[config.mk]
export PLATFORM = sky130hd
export DESIGN_NAME = ram_dq_requester
export DESIGN_NICKNAME = d
export VERILOG_FILES = /design/src/rtl/ram_dq_pkg.sv /design/src/rtl/ram_dq_rsp_fifo.sv /design/src/rtl/ram_dq_requester.sv
export SDC_FILE = /design/constraint.sdc
export NUM_CORES = 1
export LEC_CHECK = 0
export ABC_AREA = 0
export BUFFER_PORTS_ARGS = -buffer_cell sky130_fd_sc_hd__buf_2
export CAP_MARGIN = 20
export CORE_MARGIN = 10
export CORE_UTILIZATION = 40
export DETAILED_ROUTE_END_ITERATION = 6
export PLACE_DENSITY = 0.65
export SYNTH_ARGS = -nofsm -noshare
export SYNTH_HDL_FRONTEND = slang
export SYNTH_SLANG_ARGS = --single-unit
[constraint.sdc]
create_clock -name clock -period 2.7 [get_ports clock]
set_input_delay 0.27 -clock clock [delete_from_list [all_inputs] [get_ports clock]]
set_output_delay 0.27 -clock clock [all_outputs]
set_load 0.01 [all_outputs]
[src/rtl/ram_dq_pkg.sv]
// ram_dq_pkg: shared widths, word/address types and sizing helper for the RAM requester
package ram_dq_pkg;
  localparam int WORD_WIDTH = 32;
  localparam int ADDR_BITS = 10;
  localparam int DEF_RSP_DEPTH = 4;
  typedef logic [WORD_WIDTH-1:0] ram_word_t;
  typedef logic [ADDR_BITS-1:0] ram_addr_t;
  function automatic int clog2_depth(input int depth);
    int w;
    w = 1;
    while ((1 << w) < depth) w++;
    return w;
  endfunction
endpackage

[src/rtl/ram_dq_rsp_fifo.sv]
// ram_dq_rsp_fifo: first-word fall-through response buffer, head reads as zero when empty
module ram_dq_rsp_fifo
  import ram_dq_pkg::*;
#(
  parameter int WIDTH = WORD_WIDTH,
  parameter int DEPTH = DEF_RSP_DEPTH
) (
  input  logic             clk,
  input  logic             rst,
  input  logic             push,
  input  logic             pop,
  input  logic [WIDTH-1:0] din,
  output logic [WIDTH-1:0] dout,
  output logic             full,
  output logic             empty
);
  localparam int PW = clog2_depth(DEPTH);
  localparam int CW = clog2_depth(DEPTH + 1);
  logic [WIDTH-1:0] mem_q [DEPTH];
  logic [WIDTH-1:0] mem_d [DEPTH];
  logic [PW-1:0] wr_q, wr_d, rd_q, rd_d;
  logic [CW-1:0] cnt_q, cnt_d;
  logic do_pop;
  // Pointer/occupancy update; the caller never pushes into a full buffer
  always_comb begin
    do_pop = pop & ~empty;
    mem_d = mem_q;
    if (push) mem_d[wr_q] = din;
    wr_d = push ? ((wr_q == PW'(DEPTH - 1)) ? '0 : wr_q + 1'b1) : wr_q;
    rd_d = do_pop ? ((rd_q == PW'(DEPTH - 1)) ? '0 : rd_q + 1'b1) : rd_q;
    cnt_d = cnt_q + CW'(push) - CW'(do_pop);
  end
  assign full = cnt_q == CW'(DEPTH);
  assign empty = cnt_q == '0;
  assign dout = empty ? '0 : mem_q[rd_q];
  // Storage is not reset; only pointers and occupancy are cleared
  always_ff @(posedge clk) begin
    mem_q <= mem_d;
    if (rst) begin
      wr_q <= '0;
      rd_q <= '0;
      cnt_q <= '0;
    end else begin
      wr_q <= wr_d;
      rd_q <= rd_d;
      cnt_q <= cnt_d;
    end
  end
endmodule

[src/rtl/ram_dq_requester.sv]
// ram_dq_requester: valid/ready front end for a registered lpm_ram_dq with buffered read returns
module ram_dq_requester
  import ram_dq_pkg::*;
#(
  parameter int WIDTH = WORD_WIDTH,
  parameter int ADDR_WIDTH = ADDR_BITS,
  parameter int READ_LATENCY = 2,
  parameter int RSP_DEPTH = DEF_RSP_DEPTH
) (
  input  logic                  clock,
  input  logic                  reset,
  input  logic                  req_valid,
  output logic                  req_ready,
  input  logic                  req_we,
  input  logic [ADDR_WIDTH-1:0] req_address,
  input  logic [WIDTH-1:0]      req_data,
  output logic                  rsp_valid,
  input  logic                  rsp_ready,
  output logic [WIDTH-1:0]      rsp_data,
  output logic [ADDR_WIDTH-1:0] ram_address,
  output logic [WIDTH-1:0]      ram_data,
  output logic                  ram_we,
  input  logic [WIDTH-1:0]      ram_q,
  output logic                  busy
);
  localparam int CW = clog2_depth(RSP_DEPTH + 1);
  logic acc, rd_acc, pop, push, fifo_empty, fifo_full;
  logic [READ_LATENCY-1:0] tag_q, tag_d;
  logic [CW-1:0] cnt_q, cnt_d;
  logic [WIDTH-1:0] fifo_dout;
  // Credits cover reads in the RAM pipe plus buffered responses, so the RAM never stalls
  always_comb begin
    req_ready = (cnt_q < CW'(RSP_DEPTH)) & ~reset;
    acc = req_valid & req_ready;
    rd_acc = acc & ~req_we;
    ram_we = acc & req_we & ~reset;
    ram_address = req_address;
    ram_data = req_data;
    rsp_valid = ~fifo_empty & ~reset;
    rsp_data = fifo_dout;
    pop = rsp_valid & rsp_ready;
    push = tag_q[READ_LATENCY-1] & ~fifo_full;
    busy = (cnt_q != '0) & ~reset;
    tag_d = (tag_q << 1) | READ_LATENCY'(rd_acc);
    cnt_d = cnt_q + CW'(rd_acc) - CW'(pop);
  end
  // Tag pipe marks the cycle ram_q holds read data; reset drops in-flight reads
  always_ff @(posedge clock) begin
    if (reset) begin
      tag_q <= '0;
      cnt_q <= '0;
    end else begin
      tag_q <= tag_d;
      cnt_q <= cnt_d;
    end
  end
  ram_dq_rsp_fifo #(.WIDTH(WIDTH), .DEPTH(RSP_DEPTH)) u_fifo (
    .clk(clock),
    .rst(reset),
    .push(push),
    .pop(pop),
    .din(ram_q),
    .dout(fifo_dout),
    .full(fifo_full),
    .empty(fifo_empty)
  );
endmodule

==> flow_summary.ini <==
[synthesis]
synth_area_per_cell_sq_um = 18.3
ys_types = 26
ys.warnings.count = 0
synth_nets = 409
synth_edf_count = 128
ys.flop_type = edfxtp_1
synth_cells = 319
synth-async-reset-ratio_pct = 0
ys_seq_area_share_pct = 70.0
synth_area_sq_um = 5830
synth_seq_cells = 140

[final_layout]
nets = 454
insertedDiodeCount = 0
final_cells = 559
fillers = 1261
final_common_cell = edfxtp_1
layout_common_cells = 128 x edfxtp_1, 72 x buf_2, 36 x nor2b_1, 32 x mux4_2, 17 x clkbuf_16
seq_area_sq_um = 4090
drive_above_1_share_pct = 40.0
multi_input_area_sq_um = 1330
synthToLayoutAreaGrowth_pct = 15.8

[setup_path]
cp-end-kind = flip-flop
critPathBufInv = 2
crit_type = flip-flop to flip-flop
crit_chain = nor3_4 > nor2_1 > and2_1 > ha_1 > inv_1 > ha_1 > inv_1 > fa_1 > xor2_1 > and2_1 > nor3_1
required_ns = 3.04
crit_path_max_fanout = 5
cp_slowest_cell = dfxtp_1
crit_path_start_kind = flip-flop
slowest_delay_ns = 0.39
critical_path.top_delay_family = adder cells
arrival_ns = 2.59

[placed_design]
portBuffers = 72
place_congestion = 0.670
dp_cells = 529
dp_hpwl_microns = 7180

[routing]
ant_nets = 0
drc_errors = 0
post_drt_wl_per_cell_microns = 20.2
vias = 2786
viasPerCell = 4.98
dr.pass1.iters = 5
wl_microns = 11300
initialDrtViolationCount = 198

[floorplan]
ios = 157
core_area_sq_um = 14400
start_util_pct = 40.4
die_area_sq_um = 19800
die_x_microns = 141
rows = 44
die_y_microns = 141

[timing]
rsz0062_at_grt = no
slew_headroom_pct = 67.5
worst_clock_skew_ns = 0.00720
tns_ns = 0
tightest_slew_ns = 0.483
slew_violations = 0
max_freq_ghz = 0.444
min_period_over_period_pct = 83.4
hold_viol = 0
fin_crit_ns = 2.25
setup_viol = 0
worst_hold_slack_ns = 0.0287

[power]
p_comb_share_pct = 20.7
p_seq_share_pct = 41.4
power_mw = 5.99
irDropWorstVdd_mv = 0.417
p_sw_mw = 1.56
p_leak_nw = 2.37
power_frac_clock_pct = 37.9
swShare_pct = 26.0
power.density_nw_per_um2 = 886
internal_power_mw = 4.43

[clocking]
cts_sinks = 140
clk_pin_slew_ns = 0.06
cts_setup_buffers = 0
cts_hold_buffers = 0
clockBufferDepth = 2
cts_tree = yes
cts-buffers-inserted = 17
cts_resized = 0
clk_latency_ns = 0.42
htreeDepth = 4
cts-root-buf = clkbuf_16

[grt]
grt_first_pass_wirelength_microns = 17700
first_global_vias = 3140
grt_max_degree = 36
antenna_found_initial = 1
grt_use_total_pct = 11.8
overflow = 0

[flow_run]
cap_violations = 0

[run_status]
status = complete, no violations

[hold_path]
worstHoldPathType = primary input to flip-flop
## layer usage
metal / wire (microns) / track usage, % / share of wire (%)
met4: 631 / 9.35 / 5.6
met1: 4410 / 12.7 / 39
met5: 13 / 0 / 0.11
met2: 5360 / 18.0 / 47
met3: 905 / 4.97 / 8.0
## sequential cells by signal (all words and copies together), names as in the netlist
name          flops
u_fifo.cnt_q      3
cnt_q             3
u_fifo.rd_q       2
tag_q             2
u_fifo.wr_q       2
u_fifo.mem_q    128
## power groups by stage
stage                     logic (mW)  clock network [mW]  registers [mW]
after floorplan                0.897                   0            2.50
after global placement          1.26                   0            2.52
after detailed placement        1.29                   0            2.53
after CTS                       1.29                2.33            2.48
after global routing            1.38                2.42            2.49
final                           1.24                2.27            2.48
## metrics by stage
| step | cell area, sq um | utilization (%) | setup WS [ns] |
|---|---|---|---|
| 3_3_place_gp | 6180 | 42.8 | 0.550 |
| 4_1_cts | 6760 | 46.8 | 0.413 |
| 2_1_floorplan | 5830 | - | 0.425 |
| 6_report | 6760 | 46.8 | 0.448 |
| 3_5_place_dp | 6180 | 42.8 | 0.435 |
| 5_1_grt | 6760 | 46.8 | 0.323 |
## synth_stat cells (2+ instances only)
cell type | number | share of area (%)
inv_1 | 9 | 0.58
buf_4 | 42 | 5.4
buf_2 | 3 | 0.26
nor3_1 | 3 | 0.26
nand2_1 | 2 | 0.13
ha_1 | 9 | 1.9
nor2b_1 | 36 | 3.9
dfxtp_1 | 12 | 4.1
nor2_1 | 11 | 0.71
mux4_2 | 32 | 12
edfxtp_1 | 128 | 66
buf_6 | 4 | 0.77
xnor2_1 | 2 | 0.30
nand2b_1 | 2 | 0.21
clkbuf_1 | 5 | 0.32
and2_1 | 7 | 0.75
mux2i_1 | 2 | 0.34
fa_1 | 2 | 0.69
## worst paths after layout
kind	startpoint	endpoint	slack, ns	cells past startpoint
worst max register to register	u_fifo.cnt_q[1]	u_fifo.cnt_q[2]	0.45	11
worst max-delay path	u_fifo.cnt_q[1]	u_fifo.cnt_q[2]	0.45	11
worst min-delay path	req_we	tag_q[0]	0.03	2
worst min register to register	tag_q[0]	tag_q[1]	0.44	1
## final cells by class
| class | instances | area share [%] |
|---|---|---|
| sequential | 140 | 60.5 |
| multi-input combinational | 116 | 19.7 |
| timing repair buffer | 80 | 7.33 |
| clock buffer | 17 | 6.30 |
| tap | 184 | 3.41 |
| clock inverter | 13 | 2.24 |
| inverter | 9 | 0.500 |
## logic make-up (layout without fill, tap and decap cells)
kind of cell,after synthesis,after routing,share of synthesized area (%)
flops,140,140,70.0
simple gates,64,64,6.31
buf+inv,63,119,7.33
mux,35,35,12.9
fa+ha+maj,11,11,2.62
compound gates,3,3,0.407
xor+xnor,3,3,0.450
Power figures use the tool's default switching activity.
